--- src/rtl/count_threshold_mon.sv ---
// ---------------------------------------------------------------------------
// count_threshold_mon
//
// Watches the free-running count from the upstream counter stage and reports
// debounced strict threshold crossings (in_value > thresh). A crossing has to
// hold for HOLD_CYCLES consecutive valid samples before it is accepted. When
// it is accepted the block emits a one-cycle trigger pulse, captures the
// sample that completed qualification and counts the event. A sticky flag
// records any backwards step of the sampled count (a wrap-around).
//
// Parameters
//   WIDTH        width of the sampled count and of the threshold (unsigned)
//   HOLD_CYCLES  consecutive qualifying valid samples before a trigger (1..255)
//   EVT_CNT_W    width of the crossing-event counter
//
// Ports
//   clk         in   clock, rising edge
//   rst         in   asynchronous reset, active-high
//   enable      in   0 forces IDLE; 1 arms the monitor
//   clear       in   synchronous clear of evt_count and wrap_seen
//   in_valid    in   in_value carries a new sample this cycle
//   in_value    in   sampled count from the upstream counter
//   thresh      in   threshold, compared as in_value > thresh
//   above       out  level, high while the FSM is in ABOVE
//   trig_pulse  out  one-cycle pulse on entry to ABOVE
//   trig_value  out  sample that completed qualification, held until the next trigger
//   evt_count   out  number of triggers since reset or clear
//   wrap_seen   out  sticky, a valid sample was lower than the previous valid sample
//   state_o     out  FSM state (IDLE=0, BELOW=1, PEND=2, ABOVE=3)
//
// Build option
//   CTM_EVT_SATURATE_EN  when defined, evt_count saturates at all-ones
//                        instead of wrapping modulo 2^EVT_CNT_W.
// ---------------------------------------------------------------------------
module count_threshold_mon #(
    parameter int WIDTH       = 8,
    parameter int HOLD_CYCLES = 4,
    parameter int EVT_CNT_W   = 16
) (
    input  logic                 clk,
    input  logic                 rst,
    input  logic                 enable,
    input  logic                 clear,
    input  logic                 in_valid,
    input  logic [WIDTH-1:0]     in_value,
    input  logic [WIDTH-1:0]     thresh,
    output logic                 above,
    output logic                 trig_pulse,
    output logic [WIDTH-1:0]     trig_value,
    output logic [EVT_CNT_W-1:0] evt_count,
    output logic                 wrap_seen,
    output logic [1:0]           state_o
);

    typedef enum logic [1:0] {
        IDLE  = 2'd0,
        BELOW = 2'd1,
        PEND  = 2'd2,
        ABOVE = 2'd3
    } state_t;

    // Hold counter is 8 bits because HOLD_CYCLES is at most 255.
    localparam logic [7:0] HOLD_LAST = 8'(HOLD_CYCLES);

    state_t                 state_reg;
    logic [7:0]             hold_reg;
    logic [WIDTH-1:0]       prev_reg;
    logic                   prev_ok_reg;
    logic                   above_reg;
    logic                   trig_pulse_reg;
    logic [WIDTH-1:0]       trig_value_reg;
    logic [EVT_CNT_W-1:0]   evt_count_reg;
    logic                   wrap_seen_reg;

    logic                   is_above;
    logic                   is_wrap;
    logic [7:0]             hold_inc;
    logic                   trig_fire;
    logic [EVT_CNT_W-1:0]   evt_count_inc;

    assign is_above = in_value > thresh;
    assign is_wrap  = in_valid && prev_ok_reg && (in_value < prev_reg);
    assign hold_inc = hold_reg + 8'd1;

    // Hold is zero in BELOW, so the same "hold+1 reaches the limit" test
    // covers both the HOLD_CYCLES=1 direct jump and the end of PEND.
    assign trig_fire = enable && in_valid && is_above &&
                       ((state_reg == BELOW) || (state_reg == PEND)) &&
                       (hold_inc == HOLD_LAST);

`ifdef CTM_EVT_SATURATE_EN
    assign evt_count_inc = (&evt_count_reg) ? evt_count_reg : evt_count_reg + 1'b1;
`else
    assign evt_count_inc = evt_count_reg + 1'b1;
`endif

    always_ff @(posedge clk or posedge rst) begin
        if (rst) begin
            state_reg      <= IDLE;
            hold_reg       <= '0;
            prev_reg       <= '0;
            prev_ok_reg    <= 1'b0;
            above_reg      <= 1'b0;
            trig_pulse_reg <= 1'b0;
            trig_value_reg <= '0;
            evt_count_reg  <= '0;
            wrap_seen_reg  <= 1'b0;
        end else begin
            trig_pulse_reg <= trig_fire;
            if (trig_fire) begin
                trig_value_reg <= in_value;
            end

            // clear has priority over a same-cycle increment or wrap.
            if (clear) begin
                evt_count_reg <= '0;
            end else if (trig_fire) begin
                evt_count_reg <= evt_count_inc;
            end

            if (clear) begin
                wrap_seen_reg <= 1'b0;
            end else if (is_wrap) begin
                wrap_seen_reg <= 1'b1;
            end

            // Wrap history tracks every valid sample, whatever the FSM does.
            if (in_valid) begin
                prev_reg    <= in_value;
                prev_ok_reg <= 1'b1;
            end

            if (!enable) begin
                state_reg <= IDLE;
                hold_reg  <= '0;
                above_reg <= 1'b0;
            end else begin
                case (state_reg)
                    IDLE: begin
                        // Arming cycle: the sample present now is not evaluated.
                        state_reg <= BELOW;
                        hold_reg  <= '0;
                    end
                    BELOW: begin
                        if (in_valid && is_above) begin
                            if (trig_fire) begin
                                state_reg <= ABOVE;
                                above_reg <= 1'b1;
                                hold_reg  <= '0;
                            end else begin
                                state_reg <= PEND;
                                hold_reg  <= 8'd1;
                            end
                        end
                    end
                    PEND: begin
                        if (in_valid) begin
                            if (is_above) begin
                                if (trig_fire) begin
                                    state_reg <= ABOVE;
                                    above_reg <= 1'b1;
                                    hold_reg  <= '0;
                                end else begin
                                    hold_reg <= hold_inc;
                                end
                            end else begin
                                state_reg <= BELOW;
                                hold_reg  <= '0;
                            end
                        end
                    end
                    ABOVE: begin
                        if (in_valid && !is_above) begin
                            state_reg <= BELOW;
                            above_reg <= 1'b0;
                        end
                    end
                    default: begin
                        state_reg <= IDLE;
                        hold_reg  <= '0;
                        above_reg <= 1'b0;
                    end
                endcase
            end
        end
    end

    assign above      = above_reg;
    assign trig_pulse = trig_pulse_reg;
    assign trig_value = trig_value_reg;
    assign evt_count  = evt_count_reg;
    assign wrap_seen  = wrap_seen_reg;
    assign state_o    = state_reg;

endmodule

--- config.mk ---
export PLATFORM = sky130hd
export DESIGN_NAME = count_threshold_mon
export DESIGN_NICKNAME = d
export VERILOG_FILES = /design/src/rtl/count_threshold_mon.sv
export SDC_FILE = /design/constraint.sdc
export NUM_CORES = 1
export LEC_CHECK = 0
export BUFFER_PORTS_ARGS = -buffer_cell sky130_fd_sc_hd__buf_2
export CAP_MARGIN = 40
export CORE_MARGIN = 4
export CORE_UTILIZATION = 50
export CTS_CLUSTER_DIAMETER = 60
export DETAILED_ROUTE_END_ITERATION = 8
export GPL_TIMING_DRIVEN = 0
export PLACE_DENSITY = 0.76
export SLEW_MARGIN = 15
export SYNTH_ARGS = -nofsm -noshare
export SYNTH_HDL_FRONTEND = slang
export SYNTH_SLANG_ARGS = --single-unit
--- constraint.sdc ---
create_clock -name clk -period 2.32 [get_ports clk]
set_input_delay 0.116 -clock clk [delete_from_list [all_inputs] [get_ports clk]]
set_output_delay 0.116 -clock clk [all_outputs]
set_load 0.1 [all_outputs]
==> impl_metrics.ini, run 1 <==
[die]
io_pins = 50
die_h_um = 80.70
num_rows = 26
initial_core_util_pct = 51.74
die_w_um = 80.70
core_um2 = 5107
dieArea_um2 = 6512

[synth]
syn_avg_cell_area_um2 = 9.574
ys_async_sr_fraction_pct = 100.0
synth_top_family_by_area = simple AND/OR/NAND/NOR gates
synth_ff_type = dfrtp_1
synthSimpleGateAreaFrac_pct = 17.99
synthCells = 276
synth_fa_ha_area_share_pct = 10.42
synth.distinct_cells = 44
syn-num-nets = 319
synth_compound_area_share_pct = 12.31
yosys_warnings = 0
ys_seq_elements = 46
synth_edf_count = 0
synth_top_area_cell = dfrtp_1
ys_seq_area_share_pct = 43.56
yosysTopAreaCellShare_pct = 43.56
syn-cell-area_um2 = 2643
synth_xor_area_share_pct = 5.634
synth_mux_area_share_pct = 5.445
ys_top_cells_by_area = dfrtp_1 (44%), ha_1 (10%), nand2_1 (4.1%)

[layout]
fin_cells = 412
mostFrequentLayoutCells = buf_2 (48), dfrtp_1 (44), nand2_1 (29), nor2_1 (28), inv_1 (21)
largest_reg_flops = 16
layout-drive-gt1-share_pct = 30.41
final_common_cell = buf_2
final_area_um2 = 3328
final_util_pct = 65.16
area_growth_pct = 25.95
nets = 384
n_antenna_cell = 0

[detailed_routing]
antenna_left = 0
drt_wl_total_mm = 5.724
routedWlPerCell_um = 13.89
vias_per_cell = 5.279
drt-pass1-iter-count = 4
num_vias = 2175
drt-initial-drc-count = 70
drc = 0

[clock_tree]
tritoncts = done
path_clk_slew_ps = 90
clockRootBuffer = clkbuf_8
cts_buffer_depth = 2
cts_sinks = 46
htreeDepth = 2
cts_inserted_buffers = 5
clk_latency_ps = 300

[global_route]
grt_max_degree = 32
antenna_found_initial = 0
grt_use_total_pct = 18.58
grt_pass1_wl_mm = 9.522
gr-total-overflow = 0
grt_pass1_vias = 2128

[pwr]
ir_worst_vdd_mv = 0.4697
powerDensity_nw_per_um2 = 618.1
leakage_nw = 1.703

[critical_path]
worst_r2r_endpoint = trig_value[6]
path_class = reg -> reg
critPathMaxStageDelay_ps = 460
worstPathArrival_ps = 2460
r2r-start = state_o[1]
worstPathRequired_ps = 2500
r2r_setup_slack_ps = 50
rr_worst_depth = 9
end_kind = flop
start_kind = flop
crit_chain = inv_4 -> ha_4 -> and2_4 -> nand4_1 -> nor4_4 -> o2111ai_2 -> inv_2 -> buf_8 -> mux2_4
cpMaxStageDelayCell = dfrtp_4
worst-path-max-fanout = 10

[timing]
fin_crit_ps = 2271
setup-violations-final = 0
final_max_slew_viol_count = 0
hold_viol = 0
fin_skew_ps = 10.60
worst_pin_slew_ps = 492.0
rsz0062_at_grt = true
max_freq_mhz = 440.2
finalCritPeriodShare_pct = 97.91
relSlewSlack_pct = 67.42

[run]
maxCapViolations = 0

[min_path]
min_to = prev_reg[5]
hold_depth = 3
min_path_type = in -> reg
min_from = in_value[5]

[placed_design]
gp_congestion = 0.8335
io_buffers = 48
dpl.cell_count = 395
dp_hpwl_mm = 4.121
placed_area_um2 = 3099

[status]
status = completed
[worst max path at each step]
stage / from / end / slack [ps] / depth (start not counted)
after global placement: in_value[7] / hold_reg[3] / -100 / 8
final: state_o[1] / trig_value[6] / 50 / 9
after global routing: state_o[1] / evt_count[15] / -80 / 9
after detailed placement: in_value[7] / hold_reg[3] / -140 / 8
after floorplan: state_o[0] / evt_count[15] / -90 / 9
after CTS: state_o[1] / evt_count[15] / 10 / 9
[area by class of cell]
type	count	area, µm²
Buffer	6	41.29
Clock buffer	7	96.34
Clock inverter	1	8.758
Fill cell	416	1779
Inverter	25	98.84
Multi-Input combinational cell	198	1491
Sequential cell	46	1159
Tap cell	70	87.58
Timing Repair Buffer	59	345.3
[stage by stage]
stage	setup TNS [ps]	hold WS [ps]	setup WS, ps	power [W]
floorplan	-519.8	232.8	-87.65	0.001322
global placement	-392.0	379.3	-101.8	0.001421
detailed placement	-935.2	116.3	-144.0	0.001441
CTS	0	72.80	12.31	0.002022
global route	-704.3	76.19	-80.96	0.002168
finish	0	75.52	48.56	0.002057
[what timing repair did]
item / CTS / global route
resized for setup: 3 / 7
setup endpoints to repair: 11 / 29
pin swaps: 3 / 6
hold endpoints to repair: 15 / 0
hold buffers: 1 / 0
buffers inserted: 6 / 3
[worst max-delay path, delay by kind of cell (launching register included)]
kind,cells,cell delay [ps]
adder cells (fa/ha/maj),1,250
multiplexers,1,310
AO/OA/AOI/OAI,1,210
flip-flops,1,460
AND/OR/NAND/NOR,3,520
buffers and inverters,3,410
[power breakdown]
group          leakage, nW  internal [W]  switching (W)
sequential           0.617      0.000841      0.0000320
clock               0.0544      0.000273       0.000277
combinational         1.03      0.000250       0.000384
total                 1.70       0.00136       0.000693
[per-layer routing]
metal,wire (µm),GRT usage [%],vias up
met3,218,3.363,5
met5,0,0,-
met4,52,3.547,0
li1,-,-,1079
met2,2849,32.53,31
met1,2603,24.15,1060
[Yosys cell counts (3+ instances only)]
cell type / n
a21o_1: 6
a21oi_1: 9
a22o_1: 4
and3_1: 5
clkbuf_1: 4
dfrtp_1: 46
ha_1: 22
inv_1: 24
mux2_1: 5
mux2_2: 6
nand2_1: 29
nand3_1: 6
nand4_1: 9
nor2_1: 29
nor2b_1: 4
nor3_1: 7
o21ai_0: 11
or2_2: 3
xnor2_1: 9
xor2_1: 8
[kinds of logic after synthesis]
group                      after synthesis
muxes                                   13
buffers and inverters                   32
AOI/OAI and AO/OA                       47
and+or+nand+nor                         99
DFF                                     46
adders and majority gates               22
xor gates and xnor gates                17
No activity file was read; power rests on OpenSTA's default activity.
==> run 2: changes to the inputs <==
--- a/config.mk
+++ b/config.mk
@@ -8,11 +8,12 @@
 export BUFFER_PORTS_ARGS = -buffer_cell sky130_fd_sc_hd__buf_2
 export CAP_MARGIN = 40
 export CORE_MARGIN = 4
-export CORE_UTILIZATION = 50
+export CORE_UTILIZATION = 52
+export CTS_BUF_LIST = sky130_fd_sc_hd__clkbuf_2
 export CTS_CLUSTER_DIAMETER = 60
 export DETAILED_ROUTE_END_ITERATION = 8
 export GPL_TIMING_DRIVEN = 0
-export PLACE_DENSITY = 0.76
+export PLACE_DENSITY = 0.79
 export SLEW_MARGIN = 15
 export SYNTH_ARGS = -nofsm -noshare
 export SYNTH_HDL_FRONTEND = slang
==> impl_metrics.ini, run 2 (synthesized netlist as in run 1, its figures left out) <==
[clock_tree]
clk_latency_ps = 430
tritoncts = done
path_clk_slew_ps = 220
clockRootBuffer = clkbuf_2
htreeDepth = 2
cts_sinks = 46
cts_inserted_buffers = 5
cts_buffer_depth = 2

[critical_path]
worstPathArrival_ps = 2580
end_kind = flop
worst-path-max-fanout = 10
worstPathRequired_ps = 2650
crit_chain = inv_4 -> ha_4 -> and2_4 -> nand4_1 -> nor4_4 -> o2111ai_2 -> inv_2 -> buf_8 -> mux2_4
cpMaxStageDelayCell = dfrtp_4
path_class = reg -> reg
critPathMaxStageDelay_ps = 480
start_kind = flop

[detailed_routing]
routedWlPerCell_um = 14.67
drt-initial-drc-count = 131
drt_wl_total_mm = 6.148
drc = 0
num_vias = 2253
vias_per_cell = 5.377
antenna_left = 0
drt-pass1-iter-count = 4

[timing]
hold_viol = 0
finalCritPeriodShare_pct = 96.72
tns_ps = 0
final_max_slew_viol_count = 0
fin_crit_ps = 2244
relSlewSlack_pct = 66.84
worst_pin_slew_ps = 500.8
rsz0062_at_grt = true
max_freq_mhz = 445.6
setup-violations-final = 0
fin_skew_ps = 21.24

[global_route]
grt_pass1_vias = 2324
gr-total-overflow = 0
grt_use_total_pct = 20.89
antenna_found_initial = 0
grt_max_degree = 35
grt_pass1_wl_mm = 10.43

[die]
die_h_um = 79.29
num_rows = 25
core_um2 = 4817
initial_core_util_pct = 54.86
dieArea_um2 = 6286
die_w_um = 79.29
io_pins = 50

[layout]
layout-drive-gt1-share_pct = 30.40
final_area_um2 = 3352
regArea_um2 = 1159
n_antenna_cell = 0
nets = 394
area_growth_pct = 26.85
multi_input_area_um2 = 1486
final_common_cell = buf_2
mostFrequentLayoutCells = buf_2 (48), dfrtp_1 (44), nand2_1 (29), nor2_1 (28), inv_1 (21)
num-fill-cells = 377
final_util_pct = 69.58
largest_reg_flops = 16
fin_cells = 419

[placed_design]
dp_hpwl_mm = 4.221
dpl.cell_count = 392
io_buffers = 48
gp_congestion = 0.8383
placed_area_um2 = 3095

[run]
maxCapViolations = 0

[pwr]
ir_worst_vdd_mv = 0.7919
finalPower_w = 0.001879
leakage_nw = 1.732
powerDensity_nw_per_um2 = 560.7

[status]
status = completed

[min_path]
min_path_type = in -> reg
[run 2: changes by cell type in the layout (fill, tap and decap cells not counted), sizes merged]
cell,before,now
dlygate4sd3,1,10
clkbuf,10,9
buf,61,62
clkinv,1,2
[run 2: power by group]
| part | internal, W | switching (W) |
|---|---|---|
| Combinational | 0.000266 | 0.000404 |
| Sequential | 0.000843 | 0.0000225 |
| Clock | 0.0000796 | 0.000264 |
[run 2: worst paths after layout]
path                        startpoint             to  slack [ps]  cells past startpoint
hold / removal                   clear  evt_count[11]          60                      2
hold reg to reg            prev_ok_reg    prev_ok_reg         510                      1
setup / recovery            state_o[0]  trig_value[5]          80                      9
setup reg to reg            state_o[0]  trig_value[5]          80                      9
min in group asynchronous          rst  trig_value[4]         150                      3
max in group asynchronous          rst     state_o[0]        1650                      4
[run 2: area by class of cell]
class	count	area share, %
inverters	25	2.949
clock inverters	2	0.4106
multi-input cells	198	44.35
plain buffers	6	1.232
repair buffers	69	13.10
clock buffers	6	0.8959
well taps	67	2.501
flip-flops and latches	46	34.57
[run 2: timing repair]
action / CTS / global route
gates cloned: 0 / 0
hold endpoints to repair: 64 / 0
hold buffers: 10 / 0
setup buffers: 8 / 2
resized for setup: 2 / 8
endpoints found under the setup margin: 11 / 24
pin swaps: 3 / 4
[run 2: stage by stage]
stage               hold WS, ps  setup slack [ps]
global placement          380.4            -106.5
finish                    57.95             76.04
CTS                       7.248            0.9424
detailed placement        87.40            -117.9
global route              27.83            -66.03
floorplan                 232.8            -87.65
[run 2: worst max-delay path: cells and delay by family, from the launching register on]
kind / cells / cell delay (ps)
adder cells (fa/ha/maj): 1 / 260
buffers and inverters: 3 / 370
AND/OR/NAND/NOR: 3 / 520
multiplexers: 1 / 300
AO/OA/AOI/OAI: 1 / 210
flip-flops: 1 / 480
[run 2: layer usage]
| metal | global-route usage [%] | up-vias | part of all wire [%] |
|---|---|---|---|
| met1 | 25.20 | 1094 | 43 |
| met5 | 0 | - | 0 |
| met3 | 4.195 | 10 | 5.0 |
| met4 | 6.873 | 0 | 1.4 |
| met2 | 37.12 | 55 | 51 |
| li1 | - | 1094 | - |
==> run 3: changes to the inputs <==
--- a/config.mk
+++ b/config.mk
@@ -14,6 +14,7 @@
 export DETAILED_ROUTE_END_ITERATION = 8
 export GPL_TIMING_DRIVEN = 0
 export PLACE_DENSITY = 0.79
+export SETUP_SLACK_MARGIN = 0.3
 export SLEW_MARGIN = 15
 export SYNTH_ARGS = -nofsm -noshare
 export SYNTH_HDL_FRONTEND = slang
==> impl_metrics.ini, run 3 (synthesized netlist as in run 1, its figures left out) <==
[detailed_routing]
drt-pass1-iter-count = 4
antenna_left = 0
drc = 0
vias_per_cell = 5.525
drt-initial-drc-count = 134
drt_wl_total_mm = 6.901
num_vias = 2387
routedWlPerCell_um = 15.97

[die]
die_w_um = 79.29
core_um2 = 4817
die_h_um = 79.29
initial_core_util_pct = 54.86
num_rows = 25
io_pins = 50
dieArea_um2 = 6286

[layout]
final_util_pct = 74.26
layout-drive-gt1-share_pct = 35.89
largest_reg_flops = 16
nets = 407
final_area_um2 = 3577
n_antenna_cell = 0
area_growth_pct = 35.37
final_common_cell = buf_2
regArea_um2 = 1160
multi_input_area_um2 = 1580
num-fill-cells = 347
mostFrequentLayoutCells = buf_2 (49), dfrtp_1 (43), nand2_1 (27), nor2_1 (27), inv_1 (21)

[placed_design]
place_ws_ps = -127.6
gp_congestion = 0.8148
dp_hpwl_mm = 4.372
placed_area_um2 = 3148
io_buffers = 48

[global_route]
grt_use_total_pct = 23.37
grt_max_degree = 32
gr-total-overflow = 0
antenna_found_initial = 0
grt_pass1_vias = 2482
grt_pass1_wl_mm = 11.54

[pwr]
intPower_w = 0.001228
power_switching_w = 0.0007201
seqPwrFrac_pct = 44.4
p_comb_share_pct = 37.5
ir_worst_vdd_mv = 0.5674
clkPwrFrac_pct = 18.2
powerDensity_nw_per_um2 = 544.6
leakage_nw = 1.864
switching_share_pct = 36.96

[clock_tree]
cts_buffer_depth = 2
cts_sinks = 46
htreeDepth = 2
tritoncts = done
clk_latency_ps = 440
clockRootBuffer = clkbuf_2
path_clk_slew_ps = 250
cts_inserted_buffers = 5

[critical_path]
path_class = reg -> reg
rr_worst_depth = 9
crit_end = evt_count[10]
r2r_setup_slack_ps = -90
end_kind = flop
r2r-start = hold_reg[2]
worst-path-max-fanout = 6
worst_r2r_endpoint = evt_count[10]
cp-startpoint = hold_reg[2]
worstPathRequired_ps = 2680
worstPathArrival_ps = 2770
start_kind = flop

[timing]
finalWorstSetupSlack_ps = -86.51
final_max_slew_viol_count = 0
rsz0062_at_grt = true
hold_ws_ps = 40.17
fin_skew_ps = 18.02
finalCritPeriodShare_pct = 103.7
max_freq_mhz = 415.5
fin_crit_ps = 2407
hold_viol = 0
setup-violations-final = 16
relSlewSlack_pct = 56.61
worst_pin_slew_ps = 644.0

[status]
violations = negative setup slack
status = finished with violations

[min_path]
min_path_type = in -> reg

[run]
maxCapViolations = 0
[run 3: final cells by class]
class	count	area share, %
Multi-Input combinational cell	198	44.18
Sequential cell	46	32.42
Timing Repair Buffer	81	15.53
Inverter	25	2.763
Tap cell	67	2.343
Buffer	7	1.539
Clock buffer	6	0.8395
Clock inverter	2	0.3847
[run 3: layer usage]
layer,share of wire [%],global-route usage [%]
met1,42,28.36
met2,49,40.91
met3,4.9,4.195
met4,4.0,9.278
met5,0,0
[run 3: what timing repair did]
item,4_1_cts,5_1_grt
pin swaps,11,8
resized for setup,20,8
setup buffers,19,3
hold buffers,10,0
setup endpoints to repair,36,36
endpoints found under the hold margin,64,0
[run 3: power by group through the flow]
stage | clock network (W) | registers, W | logic, W
final | 0.000354 | 0.000864 | 0.000730
after global routing | 0.000406 | 0.000870 | 0.000795
after CTS | 0.000364 | 0.000864 | 0.000706
after detailed placement | 0 | 0.000893 | 0.000566
after global placement | 0 | 0.000891 | 0.000544
after floorplan | 0 | 0.000994 | 0.000341
[run 3: worst min-delay path by stage]
| stage | slack (ps) | endpoint | startpoint | cells past startpoint |
|---|---|---|---|---|
| 2_1_floorplan | 230 | prev_reg[4] | in_value[4] | 2 |
| 3_3_place_gp | 370 | prev_reg[1] | in_value[1] | 3 |
| 3_5_place_dp | 110 | evt_count[15] | rst | 2 |
| 4_1_cts | 3 | evt_count[10] | clear | 2 |
| 5_1_grt | 30 | evt_count[10] | clear | 2 |
| 6_report | 40 | evt_count[10] | clear | 2 |
[run 3: per-stage QoR]
stage / cells / power [W] / setup TNS (ps)
3_3_place_gp: 391 / 0.001434 / -457.2
5_1_grt: 432 / 0.002071 / -1502
4_1_cts: 429 / 0.001934 / 0
2_1_floorplan: 276 / 0.001335 / -683.2
6_report: 432 / 0.001948 / -426.1
3_5_place_dp: 392 / 0.001459 / -831.2
[run 3: critical path, cell delays in order, from the launching register on]
cell and delay (ps):
dfrtp_1 550, nand3_1 150, or2_1 340, mux2i_2 360, o2111ai_4 240, inv_2 170
buf_6 140, nand4_1 130, xor2_1 200, nor2_1 60
